**src/rtl/tick_gen_pkg.sv**
```systemverilog
`default_nettype none
// ============================================================================
//  Module      : tick_gen_pkg
//  Description : Shared constants, channel-state view and divisor helper for
//                the multi-rate tick generator.
//  Revision    : 1.0 - initial release
// ============================================================================
package tick_gen_pkg;

    localparam int unsigned CLK_HZ_DEFAULT = 100_000_000;
    localparam int unsigned TG_CNT_W       = 32;

    // Snapshot of one channel's architectural state at the default width.
    typedef struct packed {
        logic [TG_CNT_W-1:0] cnt;
        logic [TG_CNT_W-1:0] half;
        logic [TG_CNT_W-1:0] shadow;
        logic                pend;
        logic                out_clk;
    } tick_chan_state_t;

    // Half-period in clk cycles for a target output frequency, never below 1.
    function automatic int unsigned half_for_hz(input int unsigned clk_hz,
                                                input int unsigned hz);
        int unsigned h;
        if (hz == 0) begin
            h = 1;
        end else begin
            h = clk_hz / (2 * hz);
        end
        if (h == 0) begin
            h = 1;
        end
        return h;
    endfunction

endpackage
`default_nettype wire

```
**src/rtl/tick_gen_channel.sv**
```systemverilog
`default_nettype none
// ============================================================================
//  Module      : tick_gen_channel
//  Description : One tick-generator channel: half-period counter, shadowed
//                divisor reload at wrap boundaries, square-wave toggle and
//                rise tick.
//  Revision    : 1.0 - initial release
// ============================================================================
module tick_gen_channel
    import tick_gen_pkg::*;
#(
    parameter int unsigned CNT_W        = 32,
    parameter int unsigned DEFAULT_HALF = 50_000
) (
    input  logic             clk,
    input  logic             rst,
    input  logic             en,
    input  logic             sync,
    input  logic             we,
    input  logic [CNT_W-1:0] val,
    output logic             out_clk,
    output logic             tick
);

    localparam logic [CNT_W-1:0] C_ONE = CNT_W'(1);
    localparam logic [CNT_W-1:0] C_DEF = (DEFAULT_HALF == 0) ? C_ONE : CNT_W'(DEFAULT_HALF);

    logic [CNT_W-1:0] cnt_q, cnt_d;
    logic [CNT_W-1:0] half_q, half_d;
    logic [CNT_W-1:0] shadow_q, shadow_d;
    logic             pend_q, pend_d;
    logic             run_q, run_d;
    logic             out_q, out_d;
    logic             tick_q, tick_d;

    logic [CNT_W-1:0] val_clamp;
    logic             wrap;

    assign val_clamp = (val == '0) ? C_ONE : val;
    assign wrap      = (cnt_q == (half_q - C_ONE));

    // Next-state: sync > disable > arm > wrap/count, then divisor write.
    // run_q marks that the arming edge (cnt held at 0) has been taken, so the
    // first rise lands exactly H edges after en is first seen high.
    always_comb begin
        cnt_d    = cnt_q;
        half_d   = half_q;
        shadow_d = shadow_q;
        pend_d   = pend_q;
        run_d    = run_q;
        out_d    = out_q;
        tick_d   = 1'b0;

        if (sync) begin
            cnt_d = '0;
            out_d = 1'b0;
            run_d = en;
            if (pend_q) begin
                half_d = shadow_q;
                pend_d = 1'b0;
            end
        end else if (!en) begin
            cnt_d = '0;
            out_d = 1'b0;
            run_d = 1'b0;
        end else if (!run_q) begin
            cnt_d = '0;
            out_d = 1'b0;
            run_d = 1'b1;
        end else if (wrap) begin
            cnt_d  = '0;
            out_d  = ~out_q;
            tick_d = ~out_q;
            if (pend_q) begin
                half_d = shadow_q;
                pend_d = 1'b0;
            end
        end else begin
            cnt_d = cnt_q + C_ONE;
        end

        // A running channel defers the new divisor to the next wrap so the
        // in-flight half-period never shortens; an idle one takes it at once.
        if (we) begin
            if (en) begin
                shadow_d = val_clamp;
                pend_d   = 1'b1;
            end else begin
                half_d = val_clamp;
                pend_d = 1'b0;
            end
        end
    end

    // State registers with synchronous reset to the default divisor.
    always_ff @(posedge clk) begin
        if (rst) begin
            cnt_q    <= '0;
            half_q   <= C_DEF;
            shadow_q <= C_DEF;
            pend_q   <= 1'b0;
            run_q    <= 1'b0;
            out_q    <= 1'b0;
            tick_q   <= 1'b0;
        end else begin
            cnt_q    <= cnt_d;
            half_q   <= half_d;
            shadow_q <= shadow_d;
            pend_q   <= pend_d;
            run_q    <= run_d;
            out_q    <= out_d;
            tick_q   <= tick_d;
        end
    end

    assign out_clk = out_q;
    assign tick    = tick_q;

endmodule
`default_nettype wire

```
**src/rtl/multi_rate_tick_gen.sv**
```systemverilog
`default_nettype none
// ============================================================================
//  Module      : multi_rate_tick_gen
//  Description : N-channel programmable square-wave / tick generator with
//                per-channel enables, glitch-free divisor reload and global
//                phase alignment.
//  Revision    : 1.0 - initial release
// ============================================================================
module multi_rate_tick_gen
    import tick_gen_pkg::*;
#(
    parameter int unsigned CLK_HZ       = CLK_HZ_DEFAULT,
    parameter int unsigned N_CH         = 4,
    parameter int unsigned CNT_W        = 32,
    parameter int unsigned DEFAULT_HALF = half_for_hz(CLK_HZ, 1000),
    localparam int unsigned SEL_W       = (N_CH > 1) ? $clog2(N_CH) : 1
) (
    input  logic             clk,
    input  logic             rst,
    input  logic [N_CH-1:0]  en,
    input  logic             sync,
    input  logic             div_we,
    input  logic [SEL_W-1:0] div_sel,
    input  logic [CNT_W-1:0] div_val,
    output logic [N_CH-1:0]  out_clk,
    output logic [N_CH-1:0]  tick
);

    logic [N_CH-1:0] w_we;

    // One channel per index; a select value with no matching channel
    // decodes to no write strobe and is therefore ignored.
    for (genvar i = 0; i < N_CH; i++) begin : g_ch
        assign w_we[i] = div_we && (div_sel == SEL_W'(i));

        tick_gen_channel #(
            .CNT_W        (CNT_W),
            .DEFAULT_HALF (DEFAULT_HALF)
        ) u_ch (
            .clk     (clk),
            .rst     (rst),
            .en      (en[i]),
            .sync    (sync),
            .we      (w_we[i]),
            .val     (div_val),
            .out_clk (out_clk[i]),
            .tick    (tick[i])
        );
    end

endmodule
`default_nettype wire
```
**config.mk**
```make
export PLATFORM = sky130hd
export DESIGN_NAME = multi_rate_tick_gen
export DESIGN_NICKNAME = d
export VERILOG_FILES = /design/src/rtl/tick_gen_pkg.sv /design/src/rtl/tick_gen_channel.sv /design/src/rtl/multi_rate_tick_gen.sv
export SDC_FILE = /design/constraint.sdc
export NUM_CORES = 1
export LEC_CHECK = 0
export CAP_MARGIN = 25
export CORE_ASPECT_RATIO = 0.75
export CORE_MARGIN = 2
export CORE_UTILIZATION = 59
export CTS_BUF_LIST = sky130_fd_sc_hd__clkbuf_8
export DETAILED_ROUTE_END_ITERATION = 8
export PLACE_DENSITY = 0.85
export SYNTH_ARGS = -nofsm -noshare
export SYNTH_HDL_FRONTEND = slang
export SYNTH_SLANG_ARGS = --single-unit
```
**constraint.sdc**
```tcl
create_clock -name clk -period 3.5 [get_ports clk]
set_input_delay 0.7 -clock clk [delete_from_list [all_inputs] [get_ports clk]]
set_output_delay 0.7 -clock clk [all_outputs]
set_load 0.03 [all_outputs]
```
# ---- After elaboration in Yosys (flattened, before gate mapping)
# Index checks and enable logic that the tools add are counted.
dict set report word_totals {
  output_inout_bits 8
  elab_cells 154
  regBits 400
}
dict set report op_classes {
  eq_ne 7
  bitwise 16
  addsub 8
  reduce_logical 38
  mux 57
}
# cell count
set op_table {}
lappend op_table {{$mux 32} 29}
lappend op_table {{$add 32x1->32 const B} 4}
lappend op_table {{$eq 32x32->1} 4}
lappend op_table {{$sub 32x1->32 const B} 4}
lappend op_table {{$reduce_or 5->1} 8}
lappend op_table {{$reduce_bool 3->1} 12}
lappend op_table {{$logic_not 32->1} 1}
lappend op_table {{$mux 1} 28}
lappend op_table {{$not 1->1} 16}
lappend op_table {{$reduce_or 4->1} 4}
lappend op_table {{$reduce_and 3->1} 4}
lappend op_table {{$reduce_and 2->1} 4}
lappend op_table {{$eq 2x2->1 const B} 2}
lappend op_table {{$logic_and 1x1->1} 4}
lappend op_table {{$eq 2x1->1 const B} 1}
lappend op_table {{$logic_not 2->1} 1}

# ---- Depth between registers and ports, before layout
dict set report logic_depth {
  depth_word 8
  ltp_mapped 14
}

# ---- Hierarchy
# A second synthesis with hierarchy kept.
dict set report unflattened {
  cells_unflattened 2677
  hier_area_um2 21630.7
}
# module n_inst cells_per_inst area_per_inst_um2 seq_area_each_um2
set modules_own_cells {}
lappend modules_own_cells {{tick_gen_channel at g_ch[0].u_ch ...} 2 664 5380.2 2001.9}
lappend modules_own_cells {{tick_gen_channel at g_ch[2].u_ch} 1 675 5426.5 2001.9}
lappend modules_own_cells {{tick_gen_channel at g_ch[3].u_ch} 1 670 5406.4 2001.9}
lappend modules_own_cells {multi_rate_tick_gen 1 4 37.5 0.0}

# ---- Worst setup path after synthesis
# No wires, ideal clock.
dict set report synth_path {
  path_kind {register to register}
  from {reg g_ch[2].u_ch.half_q[0]}
  to {reg g_ch[2].u_ch.half_q[12]}
  n_path_buf 3
  period_less_slack_ns 3.582
  setup_time_ns 0.086
  path_slack_ns -0.082
  arrival_time_ns 3.496
  path_stages_with_launch 15
  path_cell_list {dfxtp_1 inv_1 ha_1 or4b_1 buf_2 nor3_1 mux2i_1 o21bai_1 a221o_1 or4_1 o31a_1 buf_6 buf_6 mux2i_1 a211oi_1}
}
dict set report synth_via {
  elab_chain_len 8
}
# item line
set synth_lines {}
lappend synth_lines {{start: declaration} tick_gen_channel.sv:29} ;# logic [CNT_W-1:0] half_q, half_d;
lappend synth_lines {{start signal: assignment} tick_gen_channel.sv:107} ;# half_q <= half_d;
lappend synth_lines {{$sub 32x1->32 *} tick_gen_channel.sv:40} ;# assign wrap = (cnt_q == (half_q - C_ONE));
lappend synth_lines {{$eq 32x32->1 *} tick_gen_channel.sv:40}
lappend synth_lines {{$mux 32 *} tick_gen_channel.sv:70} ;# end else if (wrap) begin
lappend synth_lines {{$mux 32 *} tick_gen_channel.sv:66} ;# end else if (!run_q) begin
lappend synth_lines {{$mux 32 *} tick_gen_channel.sv:62} ;# end else if (!en) begin
lappend synth_lines {{$mux 32 *} tick_gen_channel.sv:54} ;# if (sync) begin
lappend synth_lines {{$mux 32} tick_gen_channel.sv:85} ;# if (en) begin
lappend synth_lines {{$mux 32 *} tick_gen_channel.sv:84} ;# if (we) begin
# Mark *: on every way between the ends. The rest lies on a longest branch, timed or not.
# A chain may end at the register's enable or synchronous reset.

# ---- Worst setup path after layout
dict set report layout_path {
  from {reg g_ch[3].u_ch.half_q[7]}
  to {reg g_ch[3].u_ch.half_q[17]}
}
dict set report layout_via {
  elab_chain_len 8
}
# item line
set layout_lines {}
lappend layout_lines {{start: declaration} tick_gen_channel.sv:29}
lappend layout_lines {{start signal: assignment} tick_gen_channel.sv:107}
lappend layout_lines {{$sub 32x1->32 *} tick_gen_channel.sv:40}
lappend layout_lines {{$eq 32x32->1 *} tick_gen_channel.sv:40}
lappend layout_lines {{$mux 32 *} tick_gen_channel.sv:70}
lappend layout_lines {{$mux 32 *} tick_gen_channel.sv:66}
lappend layout_lines {{$mux 32 *} tick_gen_channel.sv:62}
lappend layout_lines {{$mux 32 *} tick_gen_channel.sv:54}
lappend layout_lines {{$mux 32} tick_gen_channel.sv:85}
lappend layout_lines {{$mux 32 *} tick_gen_channel.sv:84}
# Marked as above.

==> metrics.md <==
| Metric | Value |
|---|---|
| Worst rel slew slack | 40.6% |
| Final HPWL DP | 43.6 mm |
| Synth Flop Type | dfxtp_1 |
| Slew Limit Fails | 0 |
| Syn Nets | 2696 |
| Grt ovf | 0 |
| Top cells by area, synth | dfxtp_1 37%, nand2_1 6.1%, nor2_1 6.1%, xnor2_1 5.5%, xor2_1 5.1% |
| Root Driver | clkbuf_8 |
| Maximum clock path buffer count | 3 |
| Final worst path period share | 106% |
| Failing checks | setup timing |
| Slowest CP cell | or4_4 |
| Total routed wirelength | 65.2 mm |
| Area Overhead vs Synth | 18.9% |
| Core Area | 35800 um2 |
| Io pins | 50 |
| Ratio of cells with drive above 1 in the final layout | 16.4% |
| Vias/cell | 6.33 |
| DIE WIDTH | 224 um |
| Kind of critical path | flip-flop to flip-flop |
| CP top delay family | compound AO/OA/AOI/OAI gates |
| Slowest stage delay, CP | 0.59 ns |
| Unique masters post-synth | between 80 and 90 |
| Critical Path, Cell by Cell | buf_4, or4_4, nor4_2, buf_4, nand3b_1, a21boi_0, o21ai_1, a2111oi_4, buf_4, a32oi_4, buf_4, buf_8, mux2i_2, a211oi_2 |
| Worst setup SP type | flip-flop |
| PwrDens | 390 nW/um2 |
| Fin util | 71.2% |
| HP Class | flip-flop to flip-flop |
| Setup ws final | -0.216 ns |
| Most common cell in the netlist | dfxtp_1 |
| Final Hold Fails | 0 |
| FP Rows | 60 |
| Antenna-violating nets left | 0 |
| Final setup viols | 24 |
| Max FO, Critical Path | 6 |
| Total Die Area | 37900 um2 |
| Crit path required time | 4.06 ns |
| Worst-Margin Slew | between 0.8 and 0.9 ns |
| Final #Nets | 2818 |
| Yosys Warn Count | 0 |
| Leading area contributor after synthesis | dfxtp_1 |
| Max Cap Viol | 0 |
| Largest net degree at the start of global routing | approximately 140 |
| Clock share of power | 42.2% |
| Net Sw Frac | 26.4% |
| Synth cell count leaders | 400 x dfxtp_1, 350 x nand2_1, 346 x nor2_1, 161 x clkbuf_1, 135 x xnor2_1 |
| Syn Std Cell Area | between 20000 and 25000 um2 |
| Die H | 169 um |
| Reg2reg start | g_ch[3].u_ch.half_q[7] |
| P_sw | 2.62 mW |
| Final setup TNS | -1.14 ns |
| Avg Cell Area, Syn | 8.10 um2 |
| Clock Latency Late Sink | about 0.67 ns |
| Max H-tree Level | 2 |
| # DRC | 0 |
| Worst setup path start | g_ch[3].u_ch.half_q[7] |
| Yosys top cell area share | 37.3% |
| Antenna violations before repair | 0 |
| DR iter-0 viols | 2650 |
| Clock Skew | approximately 0.033 ns |
| Vias in the first global route | 19300 |
| Dpl ws | -0.117 ns |
| Post-synth EDFFs | 0 |
| CTS Hold Bufs | 0 |
| Routability cong. | 0.933 |
| Pre-antenna DRT Iters | 6 |
| Internal power | 7.31 mW |
| Seq/Total Area, Yosys | 37.3% |
| Comb power frac | between 10 and 15% |
| Clock sinks | 400 |
| First-pass GRT wire length | 99.2 mm |
| LEAKAGE | 9.67 nW |
| Post-DR wirelength/cell | approximately 20 um |
| Yosys reg bits | 400 |
| Num CTS Buffers | 58 |
| Crit. End Element | flip-flop |
| Sequential power share | a little under half |
| Detailed-route via count | 20800 |
| Maximum vdd drop | 0.300 mV |
| Ys async rst share | 0% |
| Crit path DAT | 4.27 ns |
| Fmax | 269 MHz |
| Min Tclk post-route | 3.72 ns |
| Top cell by count, worst path | buf_4 |
| Port Buffers | 49 |
| Starting density of the core | 59.9% |
| GRT Overall Usage | between 30 and 40% |
| Hold Path Origin | g_ch[3].u_ch.shadow_q[29] |
| Clk slew on worst S/H paths | 0.07 ns |
| RSZ-0062 raised after global routing | true |
| Worst Path Buf+Inv | 5 |
| Cells after Synth | 2646 |
| Outcome | finished with violations |
| CTS tree | done |
-- power by group through the flow --
stage          clock, mW  combinational, mW  sequential [mW]
3_5_place_dp           0              0.891             4.83
6_report            4.19               1.00             4.73
3_3_place_gp           0              0.862             4.82
2_1_floorplan          0              0.542             4.80
5_1_grt             4.43               1.05             4.74
4_1_cts             4.21              0.904             4.73
-- cell usage in the layout, fill, tap and decap left out, types with 10 or more instances in the layout --
cell	count
dfxtp_1	394
nand2_1	348
nor2_1	345
buf_4	190
xnor2_1	133
xor2_1	124
a21oi_1	118
a211oi_1	108
mux2i_1	106
nand3_1	99
clkbuf_8	74
nor4_1	63
nor3_1	59
clkdlybuf4s50_1	48
nand4_1	46
inv_1	44
and3_1	35
o21ai_0	23
and2_1	19
or4_1	16
or3_1	16
nor4b_1	16
nand2b_1	15
nand4b_1	15
a31oi_1	14
clkinv_2	14
buf_12	14
nor3_2	13
nand3b_1	13
nor4_2	12
nor2b_1	12
and4_1	12
buf_6	12
or4_4	11
a221oi_2	10
-- cells by family after synthesis --
family / after synthesis / synth area share (%)
xor+xnor: 260 / 10.7
compound gates: 383 / 12.5
mux: 109 / 5.09
fa+ha+maj: 8 / 0.467
flops: 400 / 37.3
buf+inv: 245 / 4.83
simple gates: 1241 / 29.1
-- cell type report --
class | instances | area [um2]
sequential | 400 | 8020
multi-input combinational | 2001 | 13000
clock buffer | 73 | 1000
tap | 465 | 582
clock inverter | 35 | 293
inverter | 36 | 135
timing repair buffer | 271 | 2480
antenna | 1 | 2.50
fill | 2630 | 10300
-- tightest hold or removal path, stage by stage, from the launching register on --
cell	delay (ns)
dfxtp_1	0.31
nand2_1	0.05
a21oi_1	0.05
-- metal layers --
layer	routed length, um	up-vias	track usage, %
met4	2580	2	11.7
met2	29300	1130	50.7
met3	7620	243	7.64
met1	25600	9852	42.9
met5	132	-	0
li1	-	9563	-
-- what timing repair did --
action / in CTS / in global routing
endpoints found under the setup margin: 75 / 222
resized for setup: 13 / 103
cloned: 0 / 5
pin swaps: 6 / 50
buffers inserted: 0 / 34
-- final timing paths --
| kind | depth (start not counted) | slack (ns) | end |
|---|---|---|---|
| hold / removal | 2 | 0.46 | g_ch[3].u_ch.shadow_q[29] |
| setup / recovery | 14 | -0.22 | g_ch[3].u_ch.half_q[17] |
| setup reg to reg | 14 | -0.22 | g_ch[3].u_ch.half_q[17] |
| hold reg to reg | 2 | 0.46 | g_ch[3].u_ch.shadow_q[29] |
-- per-stage QoR --
| step | instance area [um2] | cells | hold slack [ns] | total power, mW |
|---|---|---|---|---|
| 4_1_cts | 24600 | 3242 | 0.454 | 9.84 |
| 6_report | 25500 | 3282 | 0.456 | 9.93 |
| 3_5_place_dp | 23300 | 3134 | 0.446 | 5.72 |
| 5_1_grt | 25500 | 3281 | 0.463 | 10.2 |
| 2_1_floorplan | 21500 | 2646 | 0.436 | 5.34 |
| 3_3_place_gp | 23300 | 3134 | 0.442 | 5.68 |
-- sequential cells by signal (all words and copies together), names as in the netlist --
name and cells:
g_ch.u_ch.cnt_q 128, g_ch.u_ch.half_q 128, g_ch.u_ch.shadow_q 128, g_ch.u_ch.out_clk 4, g_ch.u_ch.pend_q 4, g_ch.u_ch.run_q 4
g_ch.u_ch.tick 4
No activity file was read; power rests on OpenSTA's default activity.
